--- src/rtl/pc_sequencer_if.sv ---
// Bus bundle between the PC sequencer and its instruction memory/execute stage.
// The master side is the sequencer; the slave side is memory plus datapath.
interface pc_sequencer_if;
    // Instruction fetch handshake
    logic        imem_req;
    logic [31:0] imem_addr;
    logic        imem_ack;
    logic [31:0] imem_rdata;

    // Issue towards decode/execute
    logic [31:0] instr;
    logic        instr_valid;
    logic        exec_done;

    // Next-PC control from the datapath
    logic [1:0]  pcsrc;
    logic [31:0] br_target;
    logic [31:0] jalr_target;
    logic        stall;

    // Status
    logic [31:0] pc;
    logic [31:0] pc_plus4;
    logic        misaligned;
    logic [31:0] retired;

    modport master (
        output imem_req, imem_addr, instr, instr_valid,
               pc, pc_plus4, misaligned, retired,
        input  imem_ack, imem_rdata, exec_done, pcsrc,
               br_target, jalr_target, stall
    );

    modport slave (
        input  imem_req, imem_addr, instr, instr_valid,
               pc, pc_plus4, misaligned, retired,
        output imem_ack, imem_rdata, exec_done, pcsrc,
               br_target, jalr_target, stall
    );
endinterface

--- src/rtl/pc_sequencer.sv ---
// Program-counter sequencer: boots, fetches one instruction at a time,
// issues it for one cycle, waits for the execute stage and then computes the
// next PC. A next PC with bit 1 set is a fault that parks the sequencer in
// HALT until reset.
module pc_sequencer #(
    parameter logic [31:0] RESET_PC = 32'h0000_0000
) (
    input  logic           clk,
    input  logic           rst_n,
    pc_sequencer_if.master bus
);

    typedef enum logic [2:0] {
        BOOT  = 3'd0,
        FETCH = 3'd1,
        ISSUE = 3'd2,
        EXEC  = 3'd3,
        HALT  = 3'd4
    } state_t;

    state_t      state, state_nxt;
    logic [31:0] pc, pc_nxt;
    logic [31:0] instr, instr_nxt;
    logic [31:0] retired, retired_nxt;
    logic        misaligned, misaligned_nxt;
    // Set once the fetch of the current FETCH visit has been acknowledged
    // while a stall held us in FETCH; the request must not be repeated.
    logic        fetched, fetched_nxt;
    logic [31:0] target;

    // Next-PC candidate selected by the datapath's pcsrc
    always_comb begin
        target = pc + 32'd4;
        unique case (bus.pcsrc)
            2'b01:   target = bus.br_target;
            2'b10:   target = {bus.jalr_target[31:1], 1'b0};
            default: target = pc + 32'd4;
        endcase
    end

    // Next-state and next-register logic; everything holds unless updated
    always_comb begin
        state_nxt      = state;
        pc_nxt         = pc;
        instr_nxt      = instr;
        retired_nxt    = retired;
        misaligned_nxt = misaligned;
        fetched_nxt    = fetched;

        unique case (state)
            BOOT: begin
                if (!bus.stall) begin
                    state_nxt = FETCH;
                end
            end

            FETCH: begin
                if (!fetched) begin
                    // An acknowledge is always captured, even under stall;
                    // only the move to ISSUE waits for the stall to clear.
                    if (bus.imem_ack) begin
                        instr_nxt = bus.imem_rdata;
                        if (bus.stall) begin
                            fetched_nxt = 1'b1;
                        end else begin
                            state_nxt = ISSUE;
                        end
                    end
                end else if (!bus.stall) begin
                    fetched_nxt = 1'b0;
                    state_nxt   = ISSUE;
                end
            end

            ISSUE: begin
                if (!bus.stall) begin
                    state_nxt = EXEC;
                end
            end

            EXEC: begin
                // Stall wins over exec_done; the execute stage re-asserts it.
                if (bus.exec_done && !bus.stall) begin
                    retired_nxt = retired + 32'd1;
                    if (target[1]) begin
                        misaligned_nxt = 1'b1;
                        state_nxt      = HALT;
                    end else begin
                        pc_nxt    = target;
                        state_nxt = FETCH;
                    end
                end
            end

            HALT: begin
                state_nxt = HALT;
            end

            default: begin
                state_nxt = BOOT;
            end
        endcase
    end

    // State and architectural registers, cleared asynchronously by reset
    always_ff @(posedge clk or negedge rst_n) begin
        if (!rst_n) begin
            state      <= BOOT;
            pc         <= RESET_PC;
            instr      <= 32'd0;
            retired    <= 32'd0;
            misaligned <= 1'b0;
            fetched    <= 1'b0;
        end else begin
            state      <= state_nxt;
            pc         <= pc_nxt;
            instr      <= instr_nxt;
            retired    <= retired_nxt;
            misaligned <= misaligned_nxt;
            fetched    <= fetched_nxt;
        end
    end

    // Request is decoded from state, so reset drops it immediately.
    assign bus.imem_req    = (state == FETCH) && !fetched;
    assign bus.imem_addr   = pc;
    assign bus.instr       = instr;
    // The issue strobe is the ISSUE state, masked on cycles the datapath
    // freezes us so it fires exactly once, on the first unstalled cycle.
    assign bus.instr_valid = (state == ISSUE) && !bus.stall;
    assign bus.pc          = pc;
    assign bus.pc_plus4    = pc + 32'd4;
    assign bus.misaligned  = misaligned;
    assign bus.retired     = retired;

endmodule

--- src/flat_wrapper.sv ---
// flat-port wrapper written by rule: the top's interface ports become plain ports
module pc_sequencer_flat 
#(
    parameter logic [31:0] RESET_PC = 32'h0000_0000
)
  (clk, rst_n, bus_imem_req, bus_imem_addr, bus_instr, bus_instr_valid, bus_pc, bus_pc_plus4, bus_misaligned, bus_retired, bus_imem_ack, bus_imem_rdata, bus_exec_done, bus_pcsrc, bus_br_target, bus_jalr_target, bus_stall);
  pc_sequencer_if bus_i ();
  input  logic clk;
  input  logic rst_n;
  output wire logic [$bits(bus_i.imem_req)-1:0] bus_imem_req;
  output wire logic [$bits(bus_i.imem_addr)-1:0] bus_imem_addr;
  output wire logic [$bits(bus_i.instr)-1:0] bus_instr;
  output wire logic [$bits(bus_i.instr_valid)-1:0] bus_instr_valid;
  output wire logic [$bits(bus_i.pc)-1:0] bus_pc;
  output wire logic [$bits(bus_i.pc_plus4)-1:0] bus_pc_plus4;
  output wire logic [$bits(bus_i.misaligned)-1:0] bus_misaligned;
  output wire logic [$bits(bus_i.retired)-1:0] bus_retired;
  input wire logic [$bits(bus_i.imem_ack)-1:0] bus_imem_ack;
  input wire logic [$bits(bus_i.imem_rdata)-1:0] bus_imem_rdata;
  input wire logic [$bits(bus_i.exec_done)-1:0] bus_exec_done;
  input wire logic [$bits(bus_i.pcsrc)-1:0] bus_pcsrc;
  input wire logic [$bits(bus_i.br_target)-1:0] bus_br_target;
  input wire logic [$bits(bus_i.jalr_target)-1:0] bus_jalr_target;
  input wire logic [$bits(bus_i.stall)-1:0] bus_stall;
  assign bus_imem_req = bus_i.imem_req;
  assign bus_imem_addr = bus_i.imem_addr;
  assign bus_instr = bus_i.instr;
  assign bus_instr_valid = bus_i.instr_valid;
  assign bus_pc = bus_i.pc;
  assign bus_pc_plus4 = bus_i.pc_plus4;
  assign bus_misaligned = bus_i.misaligned;
  assign bus_retired = bus_i.retired;
  assign bus_i.imem_ack = bus_imem_ack;
  assign bus_i.imem_rdata = bus_imem_rdata;
  assign bus_i.exec_done = bus_exec_done;
  assign bus_i.pcsrc = bus_pcsrc;
  assign bus_i.br_target = bus_br_target;
  assign bus_i.jalr_target = bus_jalr_target;
  assign bus_i.stall = bus_stall;
  pc_sequencer #(.RESET_PC(RESET_PC)) u_core (.clk(clk), .rst_n(rst_n), .bus(bus_i));
endmodule
--- config.mk ---
export PLATFORM = sky130hd
export DESIGN_NAME = pc_sequencer_flat
export DESIGN_NICKNAME = d
export VERILOG_FILES = /design/src/rtl/pc_sequencer_if.sv /design/src/rtl/pc_sequencer.sv /design/src/flat_wrapper.sv
export SDC_FILE = /design/constraint.sdc
export NUM_CORES = 1
export LEC_CHECK = 0
export BUFFER_PORTS_ARGS = -buffer_cell sky130_fd_sc_hd__buf_2
export CORE_ASPECT_RATIO = 0.6
export CORE_MARGIN = 8
export CORE_UTILIZATION = 43
export CTS_BUF_LIST = sky130_fd_sc_hd__clkbuf_8 sky130_fd_sc_hd__clkbuf_16
export CTS_CLUSTER_SIZE = 30
export DETAILED_ROUTE_END_ITERATION = 7
export GPL_TIMING_DRIVEN = 0
export PLACE_DENSITY = 0.86
export REMOVE_ABC_BUFFERS = 1
export SLEW_MARGIN = 10
export SYNTH_ARGS = -nofsm -noshare
export SYNTH_HDL_FRONTEND = slang
export SYNTH_SLANG_ARGS = --single-unit
--- constraint.sdc ---
create_clock -name clk -period 1.8 [get_ports clk]
set_input_delay 0.09 -clock clk [delete_from_list [all_inputs] [get_ports clk]]
set_output_delay 0.09 -clock clk [all_outputs]
set_load 0.02 [all_outputs]
# Word level (Yosys, flattened, before mapping)
# Index checks and enable logic that the tools add are counted.
dict set report op_classes {
  addsub 2
  n_eq_ne 10
  n_mux 12
  bitwise 2
  reduce_logical 11
}
# operator count
set op_table {}
lappend op_table {{32-bit case mux with 2 select lines} 1}
lappend op_table {{32-bit by 1-bit adder with 32-bit output, second input constant} 1}
lappend op_table {{32-bit by 3-bit adder with 32-bit output, second input constant} 1}
lappend op_table {{3-bit 2-to-1 mux} 7}
lappend op_table {{3-bit case mux with 5 select lines} 1}
lappend op_table {{3-bit AND reduction} 3}
lappend op_table {{3-bit by 2-bit equality test with 1-bit output, second input constant} 2}
lappend op_table {{2-bit inequality test, second input constant} 2}
lappend op_table {{4-bit AND reduction} 1}
lappend op_table {{3-bit by 1-bit equality test with 1-bit output, second input constant} 1}
lappend op_table {{3-bit equality test, second input constant} 1}
lappend op_table {{1-bit logical AND} 3}
lappend op_table {{3-bit zero test} 1}
lappend op_table {{1-bit 2-to-1 mux} 3}
lappend op_table {{3-bit by 2-bit inequality test with 1-bit output, second input constant} 1}
lappend op_table {{2-bit by 1-bit equality test with 1-bit output, second input constant} 1}
lappend op_table {{2-bit equality test, second input constant} 1}
lappend op_table {{1-bit zero test} 2}
lappend op_table {{2-bit by 1-bit inequality test with 1-bit output, second input constant} 1}
lappend op_table {{1-bit inverter} 2}
lappend op_table {{2-bit AND reduction} 1}
dict set report totals {
  ff_bits 100
  in_bits 103
  output_inout_bits 163
  elab_cells 43
}

# Depth between registers and ports, before layout
dict set report depth {
  depth_word 5
  depth_mapped 8
  ltp_nobuf 6
}

# Least setup slack after synthesis
# Ideal clock, no wire load.
dict set report synth_path {
  path_type {flip-flop to output port}
  from {reg u_core.pc[2] (netlist: u_core.bus.imem_addr[2])}
  to {out bus_pc_plus4[28]}
  arrival_time_ns 2.106
  required_ns 1.710
  slack_ns -0.396
  path_stages_with_launch 7
  path_buffers 1
  cell_sequence {dfrtp_1 -> ha_1 -> clkbuf_1 -> inv_1 -> nor4_2 -> and3_1 -> xor2_1}
}
dict set report synth_between {
  elab_chain_cells 1
}
# element line_no
set synth_rtl {}
lappend synth_rtl {{start: declaration} pc_sequencer.sv:22} ;# logic [31:0] pc, pc_nxt;
lappend synth_rtl {{start signal: assignment} pc_sequencer.sv:116} ;# pc <= pc_nxt;
lappend synth_rtl {{32-bit by 3-bit adder with 32-bit output} pc_sequencer.sv:132} ;# assign bus.pc_plus4 = pc + 32'd4;
lappend synth_rtl {{end: declaration} flat_wrapper.sv:15} ;# output wire logic [$bits(bus_i.pc_plus4)-1:0] bus_pc_plus4;
# No other way between the ends.

# Final worst setup path
dict set report layout_path {
  from {reg u_core.pc[8] (netlist: u_core.bus.imem_addr[8])}
  to {out bus_pc_plus4[18]}
}
# Same word-level chain as after synthesis.

==> metrics.txt <==
# TYPE chip_impl_metric gauge
chip_impl_info{name="run_status",value="finished with violations"} 1
chip_impl_info{name="violations",value="negative setup slack"} 1
chip_impl_metric{name="yosys_register_bits",unit=""} 100
chip_impl_info{name="critical_path.reg2reg.endpoint",value="u_core.bus.imem_addr[20]"} 1
chip_impl_metric{name="gp_congestion",unit=""} 0.823
chip_impl_metric{name="cts_made_buffers",unit=""} 9
chip_impl_metric{name="num_io_pins",unit=""} 266
chip_impl_metric{name="final_net_count",unit=""} 1007
chip_impl_metric{name="floorplan.die_area",unit="µm²"} 17800
chip_impl_info{name="endpoint_kind",value="output port"} 1
chip_impl_metric{name="overflow",unit=""} 0
chip_impl_info{name="hold_path.class",value="input port to flip-flop"} 1
chip_impl_metric{name="clkSlewWorstSetupHoldPaths",unit="ns"} 0.08
chip_impl_metric{name="fin_total_pwr",unit="W"} 0.0117
chip_impl_metric{name="fillers",unit=""} 960
chip_impl_info{name="crit-reg2reg-launch",value="u_core.bus.imem_addr[8]"} 1
chip_impl_metric{name="dieHeight",unit="µm"} 107
chip_impl_metric{name="grt_first_pass_wirelength",unit="mm"} 34.5
chip_impl_metric{name="hold_depth",unit=""} 3
chip_impl_metric{name="post_route_cells_drive_above_1_share",unit=""} 0.569
chip_impl_metric{name="drc",unit=""} 0
chip_impl_metric{name="p_leak",unit="nW"} 4.56
chip_impl_metric{name="drt_pass1_iterations",unit=""} 6
chip_impl_metric{name="dpl.hpwl",unit="mm"} 13.7
chip_impl_metric{name="crit_fanout",unit=""} 7
chip_impl_metric{name="r2r.worst_path.cells",unit=""} 7
chip_impl_metric{name="skew",unit="ns"} 0.0102
chip_impl_metric{name="avgRoutedWirePerCell",unit="µm"} 20.7
chip_impl_metric{name="row_count",unit=""} 33
chip_impl_metric{name="initial_util",unit=""} 0.435
chip_impl_info{name="worst_path_max_delay_cell",value="sky130_fd_sc_hd__dfrtp_2"} 1
chip_impl_metric{name="synth_seq_area_share",unit=""} 0.426
chip_impl_metric{name="number_of_instances_in_the_placed_design",unit=""} 940
chip_impl_info{name="worst_hold_path.endpoint",value="u_core.fetched"} 1
chip_impl_metric{name="port_buffers",unit=""} 261
chip_impl_info{name="setup.worst_path.start_class",value="flip-flop"} 1
chip_impl_metric{name="post_synthesis_async_set_or_reset_flop_share",unit=""} 1.00
chip_impl_metric{name="setup-violations-final",unit=""} 27
chip_impl_metric{name="synth.lib_cells_used.distinct",unit=""} 61
chip_impl_metric{name="synthToLayoutAreaGrowth",unit="%"} 56.0
chip_impl_metric{name="postRouteWirelength",unit="mm"} 22.4
chip_impl_metric{name="maxCapViolCount",unit=""} 0
chip_impl_metric{name="cp.arrival",unit="ns"} 2.03
chip_impl_metric{name="slew_violations",unit=""} 0
chip_impl_metric{name="syn_avg_cell_area",unit="µm²"} 10.3
chip_impl_info{name="rsz_0062_raised_after_global_routing",value="true"} 1
chip_impl_metric{name="synth_area",unit="µm²"} 5880
chip_impl_metric{name="fmax",unit="MHz"} 471
chip_impl_metric{name="floorplan.die.width",unit="µm"} 167
chip_impl_metric{name="pwr_density_cell",unit="nW/µm²"} 1280
chip_impl_info{name="critical_path.most_common_cell",value="sky130_fd_sc_hd__buf_4"} 1
chip_impl_metric{name="instances_no_fill",unit=""} 1081
chip_impl_metric{name="routed-via-count",unit=""} 6092
chip_impl_info{name="synth-main-ff-cell",value="sky130_fd_sc_hd__dfrtp_1"} 1
chip_impl_info{name="layout_common_cells",value="238 x sky130_fd_sc_hd__buf_2, 88 x sky130_fd_sc_hd__buf_4, 71 x sky130_fd_sc_hd__dfrtp_1"} 1
chip_impl_metric{name="worstPathRequired",unit="ns"} 1.71
chip_impl_metric{name="cts_max_path_buffers",unit=""} 2
chip_impl_metric{name="final_antenna_net_count",unit=""} 0
chip_impl_metric{name="slew-limit-headroom",unit=""} 0.440
chip_impl_metric{name="yosys_warnings",unit=""} 0
chip_impl_metric{name="groute.usage.overall",unit=""} 0.239
chip_impl_metric{name="grt_max_degree",unit=""} 67
chip_impl_metric{name="slowest_delay",unit="ns"} 0.39
chip_impl_metric{name="seqCellArea",unit="µm²"} 2540
chip_impl_metric{name="synth_edf_count",unit=""} 0
chip_impl_info{name="hold_path.startpoint",value="bus_stall"} 1
chip_impl_metric{name="setup.reg_to_reg.worst_slack",unit="ns"} -0.12
chip_impl_metric{name="final_critical_path_share_of_the_clock_period",unit=""} 1.18
chip_impl_metric{name="core-area",unit="µm²"} 13500
chip_impl_metric{name="tightestPinTransition",unit="ns"} 0.818
chip_impl_metric{name="finalHoldWorstSlack",unit="ns"} 0.0273
chip_impl_info{name="layout_commonest_cell",value="sky130_fd_sc_hd__buf_2"} 1
chip_impl_metric{name="post-route-worst-setup-slack",unit="ns"} -0.321
chip_impl_metric{name="clock_sinks",unit=""} 100
chip_impl_info{name="crit_chain",value="nand4_4, buf_4, nor4_4, buf_6, nand2_2, xnor2_2, buf_4"} 1
chip_impl_metric{name="drtIter0Drc",unit=""} 366
chip_impl_info{name="worst_setup_path_class",value="flip-flop to output port"} 1
chip_impl_metric{name="clock_latency",unit="ns"} 0.35
chip_impl_metric{name="max-vdd-ir-drop",unit="µV"} 965
chip_impl_metric{name="final-hold-violation-count",unit=""} 0
chip_impl_metric{name="first_global_vias",unit=""} 6350
chip_impl_metric{name="cts.htree.levels",unit=""} 3
chip_impl_info{name="tritoncts",value="yes"} 1
chip_impl_metric{name="vias_per_cell",unit=""} 5.64
chip_impl_info{name="ctsRootBufferMaster",value="sky130_fd_sc_hd__clkbuf_16"} 1
chip_impl_metric{name="syn-instance-count",unit=""} 572
chip_impl_metric{name="antenna_found_initial",unit=""} 1
chip_impl_metric{name="finalWorstPathRequiredPeriod",unit="ns"} 2.12
chip_impl_metric{name="multi_input_area",unit="µm²"} 3520
[how the worst max path moves through the flow]
stage / startpoint / to
final: u_core.bus.imem_addr[8] / bus_pc_plus4[18]
after global routing: u_core.bus.imem_addr[9] / bus_pc_plus4[18]
after CTS: u_core.bus.imem_addr[8] / bus_pc_plus4[14]
after detailed placement: bus_pcsrc[1] / u_core.bus.imem_addr[26]
after global placement: bus_pcsrc[0] / u_core.bus.imem_addr[22]
after floorplan: bus_pcsrc[0] / u_core.bus.imem_addr[22]
[cell usage after synthesis, types with 12 or more instances]
| cell | n | area share |
|---|---|---|
| sky130_fd_sc_hd__a311oi_1 | 12 | 0.018 |
| sky130_fd_sc_hd__mux2_2 | 36 | 0.069 |
| sky130_fd_sc_hd__dfrtp_1 | 100 | 0.43 |
| sky130_fd_sc_hd__buf_4 | 35 | 0.045 |
| sky130_fd_sc_hd__nor2_1 | 17 | 0.011 |
| sky130_fd_sc_hd__nand3_1 | 23 | 0.020 |
| sky130_fd_sc_hd__nor3_1 | 15 | 0.013 |
| sky130_fd_sc_hd__a221o_1 | 19 | 0.032 |
| sky130_fd_sc_hd__mux2i_1 | 13 | 0.022 |
| sky130_fd_sc_hd__clkbuf_1 | 24 | 0.015 |
| sky130_fd_sc_hd__nand4_1 | 24 | 0.026 |
| sky130_fd_sc_hd__nand2_1 | 38 | 0.024 |
| sky130_fd_sc_hd__xnor2_1 | 47 | 0.070 |
[logic make-up (layout without fill, tap and decap cells)]
family,Yosys count,count (layout),share of synthesized area
xor+xnor,57,57,0.0849
buf+inv,84,411,0.0781
flops,100,100,0.426
compound gates,99,100,0.136
fa+ha+maj,4,4,0.00851
simple gates,178,181,0.175
other cells,1,4,0.000638
mux,49,49,0.0911
[state kept, by name, indices dropped and copies added, names as in the netlist]
name / count
u_core.fetched: 1
u_core.bus.retired: 32
u_core.state: 3
u_core.bus.instr: 32
u_core.bus.imem_addr: 31
u_core.bus.misaligned: 1
[worst max-delay path, delay by kind of cell, from the launching register on]
family                    cells  cell delay (ns)
xor gates and xnor gates      1             0.14
and+or+nand+nor               3             0.57
DFF                           1             0.39
buffers and inverters         3             0.57
[stage by stage]
stage	setup slack [ns]	setup TNS [ns]	util	instance area, µm²
finish	-0.321	-5.47	0.679	9170
global route	-0.391	-7.95	0.679	9170
floorplan	-1.25	-60.03	-	5470
CTS	-0.312	-4.66	0.649	8770
global placement	-3.34	-153.14	0.518	6990
detailed placement	-1.40	-59.87	0.525	7090
[layout make-up]
cell class	instances	share of cell area
antenna	1	0.000273
timing repair buffer	384	0.275
clock inverter	7	0.0102
sequential	100	0.277
inverter	11	0.00560
tap	175	0.0239
multi-input combinational	394	0.384
clock buffer	9	0.0246
[power breakdown]
group	internal [W]	switching, W	total [W]
sequential	0.00295	0.000653	0.00360
clock	0.00100	0.00100	0.00200
combinational	0.00256	0.00356	0.00612
total	0.00652	0.00522	0.0117
[per-layer routing]
layer / GRT usage / wire length, µm / up-vias
met1: 0.296 / 9150 / 2970
met3: 0.0551 / 1600 / 31
li1: - / - / 2769
met4: 0.0601 / 382 / 0
met2: 0.416 / 11300 / 322
met5: 0 / 0 / -
[repair_timing]
item,CTS,global route
hold endpoints to repair,67,0
gates resized for setup,128,51
hold buffers,34,0
gates cloned,3,1
pin swaps,37,25
buffers inserted,63,24
setup endpoints to repair,110,95
Note: power is estimated with default switching activity, not from simulation.
